[src/rtl/ipcore_in_fifo.sv]
// Input staging FIFO ahead of ipcore: valid/ready in and out, fill level, sticky backpressure flag.
// Define IPCORE_IN_FIFO_FWFT_EN for first-word fall-through; default adds an output register stage.
module ipcore_in_fifo #(
  parameter int unsigned DATA_W = 32,
  parameter int unsigned DEPTH  = 8
) (
  input  logic                   clk,
  input  logic                   rst,
  input  logic                   s_valid,
  output logic                   s_ready,
  input  logic [DATA_W-1:0]      s_data,
  output logic                   m_valid,
  input  logic                   m_ready,
  output logic [DATA_W-1:0]      m_data,
  output logic [$clog2(DEPTH):0] level,
  output logic                   bp_seen,
  input  logic                   bp_clr
);

  localparam int unsigned AW = $clog2(DEPTH);
  localparam int unsigned PW = AW + 1;
  localparam logic [PW-1:0] FullLvl = PW'(DEPTH);

  logic [DATA_W-1:0] mem_q [DEPTH];
  logic [PW-1:0]     wr_ptr_q, wr_ptr_d;
  logic [PW-1:0]     rd_ptr_q, rd_ptr_d;
  logic [PW-1:0]     level_q, level_d;
  logic              bp_q, bp_d;
  logic              push, pop, ram_empty, ram_rd;

  // Full is judged from the registered level only, so m_ready never reaches s_ready.
  assign s_ready   = !rst && (level_q != FullLvl);
  assign push      = s_valid && s_ready;
  assign pop       = m_valid && m_ready;
  assign ram_empty = (wr_ptr_q == rd_ptr_q);
  assign level     = level_q;
  assign bp_seen   = bp_q;

  always_comb begin
    wr_ptr_d = wr_ptr_q + PW'(push);
    rd_ptr_d = rd_ptr_q + PW'(ram_rd);
    level_d  = level_q + PW'(push) - PW'(pop);
    bp_d     = bp_q;
    if (s_valid && !s_ready) begin
      bp_d = 1'b1;
    end else if (bp_clr) begin
      bp_d = 1'b0;
    end
  end

  always_ff @(posedge clk) begin
    if (push) begin
      mem_q[wr_ptr_q[AW-1:0]] <= s_data;
    end
  end

  always_ff @(posedge clk) begin
    if (rst) begin
      wr_ptr_q <= '0;
      rd_ptr_q <= '0;
      level_q  <= '0;
      bp_q     <= 1'b0;
    end else begin
      wr_ptr_q <= wr_ptr_d;
      rd_ptr_q <= rd_ptr_d;
      level_q  <= level_d;
      bp_q     <= bp_d;
    end
  end

`ifdef IPCORE_IN_FIFO_FWFT_EN
  logic m_valid_q, m_valid_d;

  assign ram_rd    = pop;
  assign m_valid_d = (level_d != '0);
  assign m_valid   = m_valid_q;
  // Gate the RAM read so m_data is zero rather than stale contents while empty.
  assign m_data    = ram_empty ? '0 : mem_q[rd_ptr_q[AW-1:0]];

  always_ff @(posedge clk) begin
    if (rst) begin
      m_valid_q <= 1'b0;
    end else begin
      m_valid_q <= m_valid_d;
    end
  end
`else
  logic              out_valid_q, out_valid_d;
  logic [DATA_W-1:0] out_data_q, out_data_d;

  // Refill whenever the output stage is empty or being drained this cycle: no bubbles.
  assign ram_rd  = !ram_empty && (!out_valid_q || m_ready);
  assign m_valid = out_valid_q;
  assign m_data  = out_data_q;

  always_comb begin
    out_valid_d = out_valid_q;
    out_data_d  = out_data_q;
    if (ram_rd) begin
      out_valid_d = 1'b1;
      out_data_d  = mem_q[rd_ptr_q[AW-1:0]];
    end else if (pop) begin
      out_valid_d = 1'b0;
    end
  end

  always_ff @(posedge clk) begin
    if (rst) begin
      out_valid_q <= 1'b0;
      out_data_q  <= '0;
    end else begin
      out_valid_q <= out_valid_d;
      out_data_q  <= out_data_d;
    end
  end
`endif

endmodule
[config.mk]
export PLATFORM = sky130hd
export DESIGN_NAME = ipcore_in_fifo
export DESIGN_NICKNAME = d
export VERILOG_FILES = /design/src/rtl/ipcore_in_fifo.sv
export SDC_FILE = /design/constraint.sdc
export NUM_CORES = 1
export LEC_CHECK = 0
export CORE_UTILIZATION = 50
export DETAILED_ROUTE_END_ITERATION = 10
export HOLD_SLACK_MARGIN = 0.15
export PLACE_DENSITY = 0.8
export SLEW_MARGIN = 20
export SYNTH_ARGS = -nofsm -noshare
export SYNTH_HDL_FRONTEND = slang
export SYNTH_SLANG_ARGS = --single-unit
[constraint.sdc]
create_clock -name clk -period 5 [get_ports clk]
set_input_delay 0.75 -clock clk [delete_from_list [all_inputs] [get_ports clk]]
set_output_delay 0.75 -clock clk [all_outputs]
set_load 0.01 [all_outputs]
==> summary.md <==
| Metric | Value |
|---|---|
| Status | `finished clean` |
| Total grt overflow | `0` |
| Ys Warns | `0` |
| First-pass GRT wire length | `32900 microns` |
| Critical path capture point type | `primary output` |
| Critical Path, Cell by Cell | `buf_2 -> nor2_1 -> clkdlybuf4s50_1` |
| # IOs | `76` |
| Synth Instances | `559` |
| #FFs+latches synth | `302` |
| Non-filler cells, final | `952` |
| Nets | `695` |
| Placed cells | `894` |
| Die H | `153 microns` |
| Peak supply drop | `0.280 mV` |
| Seq/Total Area, Yosys | `75.5%` |
| LEAKAGE | `4.22 nW` |
| Resize count post-CTS | `0` |
| Syn nets | `606` |
| Hold violation count in the final report | `0` |
| Hold/Removal Path Class | `flip-flop to flip-flop` |
| MaxCap Viol Count | `0` |
| Most common cell after layout, fill and taps aside | `edfxtp_1` |
| Hold path startpoint | `m_data[7]` |
| Reg clk slew, reported paths | `0.06 ns` |
| Post-route cell area | `13400 sq um` |
| Worst Hold Path EP | `m_data[7]` |
| Hold Crit Depth | `2` |
| Worst hold margin | `0.499 ns` |
| Syn Std Cell Area | `11400 sq um` |
| PortBufs | `75` |
| Crit-path max cell delay | `0.75 ns` |
| F_max | `339 MHz` |
| CTS tree | `done` |
| Core region area | `22100 sq um` |
| Share of layout cells above drive strength 1 | `20.4%` |
| RSZ-0062 raised after global routing | `no` |
| Final TNS setup | `0 ns` |
| Drt drc | `0` |
| R2r setup slk | `2.17 ns` |
| Detailed Routing Iterations Pass 1 | `5` |
| Via density per instance | `5.73` |
| Total CTS buffers | `30` |
| DP Area | `12400 sq um` |
| Cell Rows | `54` |
| Clock Latency Late Sink | `0.55 ns` |
| Drt initial violations | `406` |
| CP Data Required Time | `4.25 ns` |
| Die area | `23400 sq um` |
| Worst Clk Skew | `0.0208 ns` |
| FF-to-FF End | `m_data[22]` |
| Vias | `5452` |
| DPL Wire Length | `11600 microns` |
| Final worst path period share | `59.0%` |
| Final min period | `2.95 ns` |
| Yosys cell types | `28` |
| Starting density of the core | `51.6%` |
| H-tree depth | `1` |
| Die W | `153 microns` |
| Initial antenna violation count | `2` |
| Most frequent cells in the layout | `edfxtp_1 (256), clkdlybuf4s50_1 (74), mux4_2 (64)` |
| Crit start category | `input port` |
| Largest net degree at the start of global routing | `67` |
| Worst Reg2Reg Path Length in Cells | `5` |
| Post-route ant nets | `0` |
| CP Data Arrival Time | `2.20 ns` |
| Overall power | `6.72 mW` |
| CTS Root Cell | `clkbuf_16` |
| Gr usage total | `18.5%` |
| Crit-path slowest cell | `buf_2` |
| Antenna Cells | `0` |
| Vias in the first global route | `5904` |
| GPL Wtd Cong | `0.721` |
| Tightest Pin Transition | `1.03 ns` |
| Hold_buf cts | `0` |
| Avg WL per Cell | `22.0 microns` |
| Layout area overhead | `17.9%` |
| Slew Limit Fails | `0` |
| Crit-path max FO | `47` |
| Avg Inst Size Synth | `20.4 sq um` |
| WS Path Type | `input port to primary output` |
| Slew HR | `31.2%` |
| CTS Sinks | `302` |
| Pwr per Cell Area | `500 nW/um^2` |
| Worst r2r src | `rd_ptr_q[0]` |
| Setup Buffers After CTS | `0` |
| CTS max path bufs | `3` |
| Endpoints failing setup | `0` |
| Drt total wl | `20900 microns` |
==> metrics by stage <==
| step | utilization, % | worst slack [ns] |
|---|---|---|
| finish | 60.9 | 2.05 |
| global route | 60.9 | 1.94 |
| CTS | 60.6 | 2.08 |
| detailed placement | 56.3 | 1.59 |
| global placement | 56.3 | 1.74 |
| floorplan | - | 0.283 |
==> power breakdown <==
group / switching, mW / internal [mW]
combinational: 0.677 / 0.765
clock: 0.897 / 1.27
sequential: 0.163 / 2.94
==> sequential cells by signal, indices dropped and copies added (netlist names) <==
signal    flops
bp_seen       1
level         4
m_data       32
m_valid       1
mem_q       256
rd_ptr_q      4
wr_ptr_q      4
==> worst max-delay path: cells and delay by family <==
family	cells	cell delay [ns]
buf+inv	2	1.28
simple gates	1	0.16
==> cell families after synthesis <==
kind of cell               share of synthesized area (%)
buffers and inverters                               2.11
DFF                                                 75.5
and+or+nand+nor                                     2.60
muxes                                               15.5
xor gates and xnor gates                           0.768
AOI/OAI and AO/OA                                   2.40
adders and majority gates                           1.16
==> area by class of cell <==
type / count / area (sq um)
inverters: 6 / 22.5
fillers: 1489 / 8650
clock buffers: 38 / 832
well taps: 280 / 350
clock inverters: 18 / 136
flip-flops and latches: 302 / 8610
repair buffers: 88 / 876
multi-input cells: 220 / 2610
==> cell usage after synthesis, drive strengths merged <==
cell type | instances | area share [%]
edfxtp | 256 | 67
mux4 | 64 | 13
dfxtp | 46 | 8.1
nor2 | 46 | 1.5
a211oi | 32 | 2.1
mux2i | 32 | 2.8
buf | 26 | 1.7
ha | 9 | 0.99
nor2b | 7 | 0.38
inv | 6 | 0.20
xnor2 | 6 | 0.46
clkbuf | 5 | 0.16
nor3 | 4 | 0.18
xor2 | 4 | 0.31
nand2 | 3 | 0.099
a21oi | 2 | 0.088
nand2b | 2 | 0.11
nand3 | 2 | 0.088
a21o | 1 | 0.066
a41oi | 1 | 0.14
and2 | 1 | 0.055
fa | 1 | 0.18
nand4 | 1 | 0.055
nor3b | 1 | 0.066
nor4 | 1 | 0.055
==> worst max-delay path by stage <==
stage / depth (start not counted) / start / to
after floorplan: 3 / rst / mem_q[0][0]
after global placement: 6 / rst / mem_q[3][22]
after detailed placement: 6 / rst / mem_q[3][19]
after CTS: 3 / rst / s_ready
after global routing: 5 / rd_ptr_q[0] / m_data[22]
final: 3 / rst / s_ready
==> layer usage <==
metal	vias to the layer above	GRT usage, %	wire (microns)
met2	170	32.7	11100
met1	2805	23.1	8250
met4	2	6.06	358
met5	-	0	13
li1	2441	-	-
met3	34	3.46	1260
Power figures use the tool's default switching activity.
